File: src/rtl/onehot_grant_decoder_pkg.sv
// Shared definitions for the request/grant path (priority encoder and grant decoder).
// Contents:
//   IDX_W_DEF / N_DEF : default encoded-index width and one-hot width
//   state_t           : grant decoder FSM state encoding
package onehot_grant_decoder_pkg;

  localparam int unsigned IDX_W_DEF = 3;
  localparam int unsigned N_DEF     = 8;

  typedef enum logic [1:0] {
    IDLE  = 2'd0,
    GRANT = 2'd1,
    GAP   = 2'd2
  } state_t;

endpackage

File: src/rtl/onehot_grant_decoder_dec.sv
// onehot_dec: combinational IDX_W -> N one-hot decoder.
// Ports:
//   idx    in  IDX_W  encoded index
//   onehot out N      onehot[idx] = 1, all other bits 0
module onehot_dec
  import onehot_grant_decoder_pkg::*;
#(
  parameter int unsigned IDX_W = IDX_W_DEF,
  parameter int unsigned N     = N_DEF
) (
  input  logic [IDX_W-1:0] idx,
  output logic [N-1:0]     onehot
);

  always_comb begin
    onehot = '0;
    for (int unsigned i = 0; i < N; i++) begin
      if (idx == IDX_W'(i)) onehot[i] = 1'b1;
    end
  end

endmodule

File: src/rtl/onehot_grant_decoder.sv
// onehot_grant_decoder: registered index -> one-hot grant with fixed hold time.
// An accepted index drives grant[idx] for HOLD_CYCLES cycles, followed by a
// one-cycle GAP where done pulses. en low during GRANT aborts without done.
// Optional feature macro: GRANT_CNT_EN adds a saturating completed-grant counter.
// Ports:
//   clk       in   1      clock, rising edge
//   rst       in   1      synchronous active-high reset
//   en        in   1      enable; low ignores new indices and aborts a grant
//   Y         in   IDX_W  encoded index
//   valid     in   1      Y is meaningful
//   ready     out  1      high in IDLE
//   grant     out  N      registered one-hot grant
//   busy      out  1      high in GRANT or GAP
//   done      out  1      one-cycle pulse in GAP
//   grant_cnt out  CNT_W  completed-grant count (GRANT_CNT_EN only)
module onehot_grant_decoder
  import onehot_grant_decoder_pkg::*;
#(
  parameter int unsigned IDX_W       = IDX_W_DEF,
  parameter int unsigned N           = N_DEF,
  parameter int unsigned HOLD_CYCLES = 4,
  parameter int unsigned CNT_W       = 8
) (
  input  logic             clk,
  input  logic             rst,
  input  logic             en,
  input  logic [IDX_W-1:0] Y,
  input  logic             valid,
  output logic             ready,
  output logic [N-1:0]     grant,
  output logic             busy,
  output logic             done
`ifdef GRANT_CNT_EN
  ,
  output logic [CNT_W-1:0] grant_cnt
`endif
);

  if (N != (1 << IDX_W) || HOLD_CYCLES == 0 || HOLD_CYCLES > 255 || CNT_W == 0) begin : g_param_check
    $fatal(1, "onehot_grant_decoder: illegal parameters (need N==2**IDX_W, 1<=HOLD_CYCLES<=255)");
  end

  localparam int unsigned HW = $clog2(HOLD_CYCLES + 1);
  localparam logic [HW-1:0] HOLD_V = HW'(HOLD_CYCLES);

  state_t           state, state_n;
  logic             accept;
  logic [HW-1:0]    hold_cnt;
  logic [IDX_W-1:0] idx_q, idx_n;
  logic [N-1:0]     dec;

  always_comb begin
    state_n = state;
    accept  = 1'b0;
    case (state)
      IDLE: begin
        if (valid && en) begin
          state_n = GRANT;
          accept  = 1'b1;
        end
      end
      GRANT: begin
        if (!en)                     state_n = IDLE;
        else if (hold_cnt == HOLD_V) state_n = GAP;
      end
      GAP:     state_n = IDLE;
      default: state_n = IDLE;
    endcase
  end

  assign idx_n = accept ? Y : idx_q;

  onehot_dec #(.IDX_W(IDX_W), .N(N)) u_dec (
    .idx    (idx_n),
    .onehot (dec)
  );

  // grant is registered from the next-state decode so it changes only on the clock
  // edge and lines up with the state register (no combinational glitching).
  always_ff @(posedge clk) begin
    if (rst) begin
      state    <= IDLE;
      hold_cnt <= '0;
      idx_q    <= '0;
      grant    <= '0;
    end else begin
      state <= state_n;
      idx_q <= idx_n;
      grant <= (state_n == GRANT) ? dec : '0;
      if (accept)
        hold_cnt <= HW'(1);
      else if (state == GRANT && state_n == GRANT)
        hold_cnt <= hold_cnt + HW'(1);
      else if (state_n != GRANT)
        hold_cnt <= '0;
    end
  end

  assign ready = (state == IDLE);
  assign busy  = (state == GRANT) || (state == GAP);
  assign done  = (state == GAP);

`ifdef GRANT_CNT_EN
  always_ff @(posedge clk) begin
    if (rst)
      grant_cnt <= '0;
    else if (done && grant_cnt != '1)
      grant_cnt <= grant_cnt + CNT_W'(1);
  end
`endif

endmodule

File: config.mk
export PLATFORM = sky130hd
export DESIGN_NAME = onehot_grant_decoder
export DESIGN_NICKNAME = d
export VERILOG_FILES = /design/src/rtl/onehot_grant_decoder_pkg.sv /design/src/rtl/onehot_grant_decoder_dec.sv /design/src/rtl/onehot_grant_decoder.sv
export SDC_FILE = /design/constraint.sdc
export NUM_CORES = 1
export LEC_CHECK = 0
export ABC_AREA = 1
export CAP_MARGIN = 25
export CORE_UTILIZATION = 30
export DETAILED_ROUTE_END_ITERATION = 10
export GPL_TIMING_DRIVEN = 0
export PLACE_DENSITY = 0.62
export SYNTH_ARGS = -nofsm -noshare
export SYNTH_HDL_FRONTEND = slang
export SYNTH_SLANG_ARGS = --single-unit
File: constraint.sdc
create_clock -name clk -period 2.8 [get_ports clk]
set_input_delay 0.56 -clock clk [delete_from_list [all_inputs] [get_ports clk]]
set_output_delay 0.56 -clock clk [all_outputs]
set_load 0.02 [all_outputs]
==> results of run 1 <==
==> metrics by stage <==
stage	std cells	hold WS, ns	area (µm²)
detailed placement	131	0.510	923
CTS	135	0.525	960
global placement	131	0.504	923
global route	135	0.557	960
floorplan	86	0.482	718
finish	135	0.519	960
==> metal layers <==
metal	track usage	up-vias	part of all wire	routed length (µm)
li1	-	310	-	-
met1	0.117	254	0.46	528
met2	0.184	18	0.46	530
met3	0.0208	5	0.051	59
met4	0.0972	0	0.033	38
met5	0	-	0	0
==> area by class of cell <==
type	instances	area [µm²]	share of cell area
repair buffers	17	170	0.177
multi-input cells	55	340	0.355
inverters	15	57.6	0.0600
well taps	28	35.0	0.0365
flip-flops and latches	16	320	0.334
clock buffers	4	36.3	0.0378
==> cells in the final DEF (no fill, tap or decap) <==
| master | instances |
|---|---|
| nand2_1 | 17 |
| clkdlybuf4s50_1 | 17 |
| dfxtp_1 | 16 |
| nor2_1 | 12 |
| inv_1 | 10 |
| nand4_1 | 5 |
| ha_1 | 5 |
| o21ai_2 | 3 |
| inv_2 | 3 |
| clkbuf_4 | 3 |
| a21oi_1 | 2 |
| nand3_1 | 2 |
| nand2_4 | 2 |
| nand3_2 | 2 |
| nand2_2 | 2 |
| clkinv_1 | 1 |
| clkinv_2 | 1 |
| nor2_8 | 1 |
| xnor2_1 | 1 |
| nor3b_1 | 1 |
| clkbuf_8 | 1 |
==> sequential cells by signal, summed over array words and instances, names as in the netlist <==
register,flops
idx_q,3
grant,8
state,2
hold_cnt,3
==> where the power goes <==
| group | internal (W) | switching, W | total (W) |
|---|---|---|---|
| clock network | 0.0000792 | 0.0000705 | 0.000150 |
| logic | 0.0000334 | 0.0000489 | 0.0000823 |
| registers | 0.000235 | 0.00000287 | 0.000238 |
| total | 0.000348 | 0.000122 | 0.000470 |
==> tightest hold or removal path: cells and delay by family (launching register included) <==
kind / cells / cell delay, ns
flops: 1 / 0.34
compound gates: 1 / 0.06
simple gates: 1 / 0.09
==> how the worst max path moves through the flow <==
stage,startpoint,endpoint,slack [ns],cells past startpoint
global placement,en,grant[4],0.89,6
floorplan,state[0],grant[4],1.37,7
global route,state[0],busy,0.56,3
CTS,state[1],busy,0.64,3
finish,state[1],busy,0.65,3
detailed placement,en,grant[7],0.86,6
==> logic make-up after synthesis <==
kind of cell	synth area share
AOI/OAI and AO/OA	0.0505
buffers and inverters	0.0801
DFF	0.446
and+or+nand+nor	0.324
adders and majority gates	0.0871
xor gates and xnor gates	0.0122
==> out/qor.yml, run 1 <==
syn_to_final_growth_pct: 33.6
rsz0062_at_grt: "false"
start_kind: "register"
port_buffers: 17
dp_hpwl_um: 949
crit_buf_inv: 2
gp_congestion: 0.736
cts_tree: "done"
clk_path_buf_depth: 2
drv_cap: 0
cts_hold_buf: 0
drive_gt1_frac: 0.168
fin_ws_ns: 0.649
synthFlopType: "dfxtp_1"
rr_worst_depth: 11
grt_first_pass_wirelength_um: 2090
slowest_stage: "clkdlybuf4s50_1"
n_fill_cell: 240
dr_total_vias: 587
drcViolationCount: 0
htreeDepth: 1
antenna_found_initial: 0
fin_util: 0.430
tightest_slew_ns: 0.406
hold_path.class: "register to register"
peakVddDrop_v: 0.000304
hold_viol: 0
yosysMostFrequentCell: "nand2_1"
cp.required_ns: 2.24
crit_path_cell_trace: "inv_1 -> ha_1 -> clkdlybuf4s50_1"
min-delay-start: "hold_cnt[1]"
dr.pass1.iters: 4
hold_path_end: "hold_cnt[1]"
netlist_instances: 86
crit_fanout: 3
setup_viol_count_final: 0
fin_setup_tns_ns: 0
clkTransAtPathRegs_ns: 0.09
die_x_um: 50.9
globalRoute.totalOverflow: 0
synth_area_um2: 718
worstPathArrival_ns: 1.59
routed_wl_um: 1160
worstSkewPairLatency_ns: 0.29
ys_seq_area_frac: 0.446
synth_common_cells: "nand2_1 (17), dfxtp_1 (16), nor2_1 (12)"
yosys_warnings: 0
ys_types: 18
cp_top_family: "buffers and inverters"
avgSynthCellArea_um2: 8.35
r2r_setup_slack_ns: 1.35
num_rows: 17
max_freq_mhz: 465
numCtsBuffers: 3
cts_root_buf: "clkbuf_4"
grt_use_total: 0.110
worstHoldPathCells: 2
timing.rr.start: "state[1]"
grt_max_degree: 10
postRouteAntennaNets: 0
async_flop_share: 0
clock-sinks: 16
drv_slew: 0
synth_top_area_frac: 0.446
via_per_inst: 4.35
synth_nets: 98
post_cts_resized: 0
core_um2: 2230
ys_ff_latch: 16
drt_iter0_drc: 7
period_needed_ns: 2.15
fin_crit_sh: 0.768
finalPower_w: 0.000470
die_h_um: 50.9
dieArea_um2: 2590
num_io_pins: 18
slew_headroom: 0.728
yosys.area.top_type: "dfxtp_1"
post-cts-setup-buffer-count: 0
cpPeakStageDelay_ns: 0.59
nNetsFinal: 120
grt_pass1_vias: 543
synth_enable_flop_cells: 0
start_util: 0.322
p_leak_nw: 0.421
diodes: 0
endpoint_kind: "output port"
synth_area_leaders: "dfxtp_1 (45%), nand2_1 (8.9%), ha_1 (8.7%)"
wl_per_cell_um: 8.56
worstSetupPathType: "register to output port"
post-place-ws_ns: 0.861
p_per_area_nw_per_um2: 490
status: "finished, final reports clean"
r2r-end: "grant[5]"
clock_skew_ns: 0.00368
Power figures use the tool's default switching activity.
==> inputs of run 2 (changes only) <==
==> constraint.sdc (replaced) <==
create_clock -name clk -period 2 [get_ports clk]
set_input_delay 0.4 -clock clk [delete_from_list [all_inputs] [get_ports clk]]
set_output_delay 0.4 -clock clk [all_outputs]
set_load 0.02 [all_outputs]
==> out/qor.yml, run 2 (same netlist as run 1, synthesis figures left out) <==
dieArea_um2: 2590
finalNonFillerCells: 135
rr_worst_depth: 11
num_rows: 17
max_freq_mhz: 541
timing.rr.start: "state[1]"
grt_use_total: 0.110
clk_path_buf_depth: 2
worstPathArrival_ns: 1.45
fin_area_um2: 961
clkTransAtPathRegs_ns: 0.09
die_h_um: 50.9
r2r-end: "grant[5]"
antenna_found_initial: 0
dp_cells: 131
numCtsBuffers: 3
slew_headroom: 0.728
cts_tree: "done"
p_per_area_nw_per_um2: 683
via_per_inst: 4.36
drv_slew: 0
final-seq-area_um2: 320
worstSkewPairLatency_ns: 0.29
drive_gt1_frac: 0.168
crit_fanout: 3
htreeDepth: 1
fin_crit_sh: 0.923
cts_hold_buf: 0
fin_setup_tns_ns: 0
top_regs: "grant: 8 flops, hold_cnt: 3 flops, idx_q: 3 flops"
cp.required_ns: 1.60
crit_path_start: "state[0]"
r2r_setup_slack_ns: 0.55
grt_max_degree: 10
mostFrequentLayoutCells: "nand2_1 (17), dfxtp_1 (16), clkdlybuf4s50_1 (15)"
drt_iter0_drc: 7
clock_skew_ns: 0.00368
final_common_cell: "nand2_1"
n_fill_cell: 240
worstHoldPathCells: 2
hold_path_end: "hold_cnt[1]"
nNetsFinal: 120
hold_path.class: "register to register"
wl_per_cell_um: 8.56
globalRoute.totalOverflow: 0
period_needed_ns: 1.85
postRouteAntennaNets: 0
clock-sinks: 16
min-delay-start: "hold_cnt[1]"
worstSetupPathType: "register to output port"
drcViolationCount: 0
dp_hpwl_um: 949
start_util: 0.322
gp_congestion: 0.736
diodes: 0
cts_root_buf: "clkbuf_4"
grt_first_pass_wirelength_um: 2090
top_register: "grant"
post-cts-setup-buffer-count: 0
grt_pass1_vias: 543
finalPower_w: 0.000657
dr.pass1.iters: 4
dr_total_vias: 588
port_buffers: 17
tightest_slew_ns: 0.406
endpoint_kind: "output port"
syn_to_final_growth_pct: 33.8
status: "finished, final reports clean"
peakVddDrop_v: 0.000425
setup_viol_count_final: 0
p_leak_nw: 0.428
start_kind: "register"
drv_cap: 0
num_io_pins: 18
routed_wl_um: 1160
rsz0062_at_grt: "false"
post_dp_cell_area_um2: 923
largest_reg_flops: 8
core_um2: 2230
multi_input_area_um2: 340
die_x_um: 50.9
hold_viol: 0
## run 2: changes by cell type in the layout (fill, tap and decap cells not counted), sizes merged
cell and delta:
clkdlybuf4s50 -2, dlygate4sd2 +1, dlymetal6s2s +1
## run 2: worst max path at each step
stage	to	slack [ns]	cells past startpoint
after floorplan	grant[4]	0.57	7
after CTS	ready	0.02	3
after global routing	done	0.05	3
final	done	0.15	3
after detailed placement	grant[7]	0.22	6
after global placement	grant[4]	0.25	6
## run 2: through the flow
step,util,worst slack [ns],hold WS (ns)
floorplan,-,0.569,0.469
global placement,0.413,0.246,0.504
detailed placement,0.413,0.221,0.510
CTS,0.429,0.0248,0.525
global route,0.430,0.0479,0.557
finish,0.430,0.153,0.519
## run 2: worst max-delay path, stage by stage (launching register included)
cell and delay, ns:
dfxtp_1 0.33, inv_1 0.09, ha_1 0.15, clkdlybuf4s50_1 0.59
## run 2: power breakdown
group          total [W]  switching [W]  leakage [nW]  internal [W]
clock           0.000210      0.0000987        0.0210      0.000111
combinational   0.000113      0.0000683         0.277     0.0000452
sequential      0.000334     0.00000402         0.130      0.000330
total           0.000657       0.000171         0.428      0.000486
## run 2: layout make-up
class,instances,area share
clock buffer,4,0.0378
multi-input combinational,55,0.354
tap,28,0.0365
sequential,16,0.333
timing repair buffer,17,0.178
inverter,15,0.0599
## run 2: metal layers
layer,global-route usage,share of wire,vias up
met2,0.184,0.46,18
met5,0,0,-
met4,0.0972,0.033,0
li1,-,-,310
met3,0.0208,0.053,5
met1,0.117,0.46,255
## run 2: what timing repair did
| action | 4_1_cts | 5_1_grt |
|---|---|---|
| setup endpoints to repair | 1 | 1 |
| resized for setup | 1 | 1 |
| hold endpoints to repair | 0 | 0 |
==> inputs of run 3 (changes only) <==
--- a/config.mk
+++ b/config.mk
@@ -11,6 +11,7 @@
 export DETAILED_ROUTE_END_ITERATION = 10
 export GPL_TIMING_DRIVEN = 0
 export PLACE_DENSITY = 0.62
+export SKIP_LAST_GASP = 1
 export SYNTH_ARGS = -nofsm -noshare
 export SYNTH_HDL_FRONTEND = slang
 export SYNTH_SLANG_ARGS = --single-unit
==> results of run 3 <==
Same layout as run 2: the final DEF is identical, and so are final timing and power.
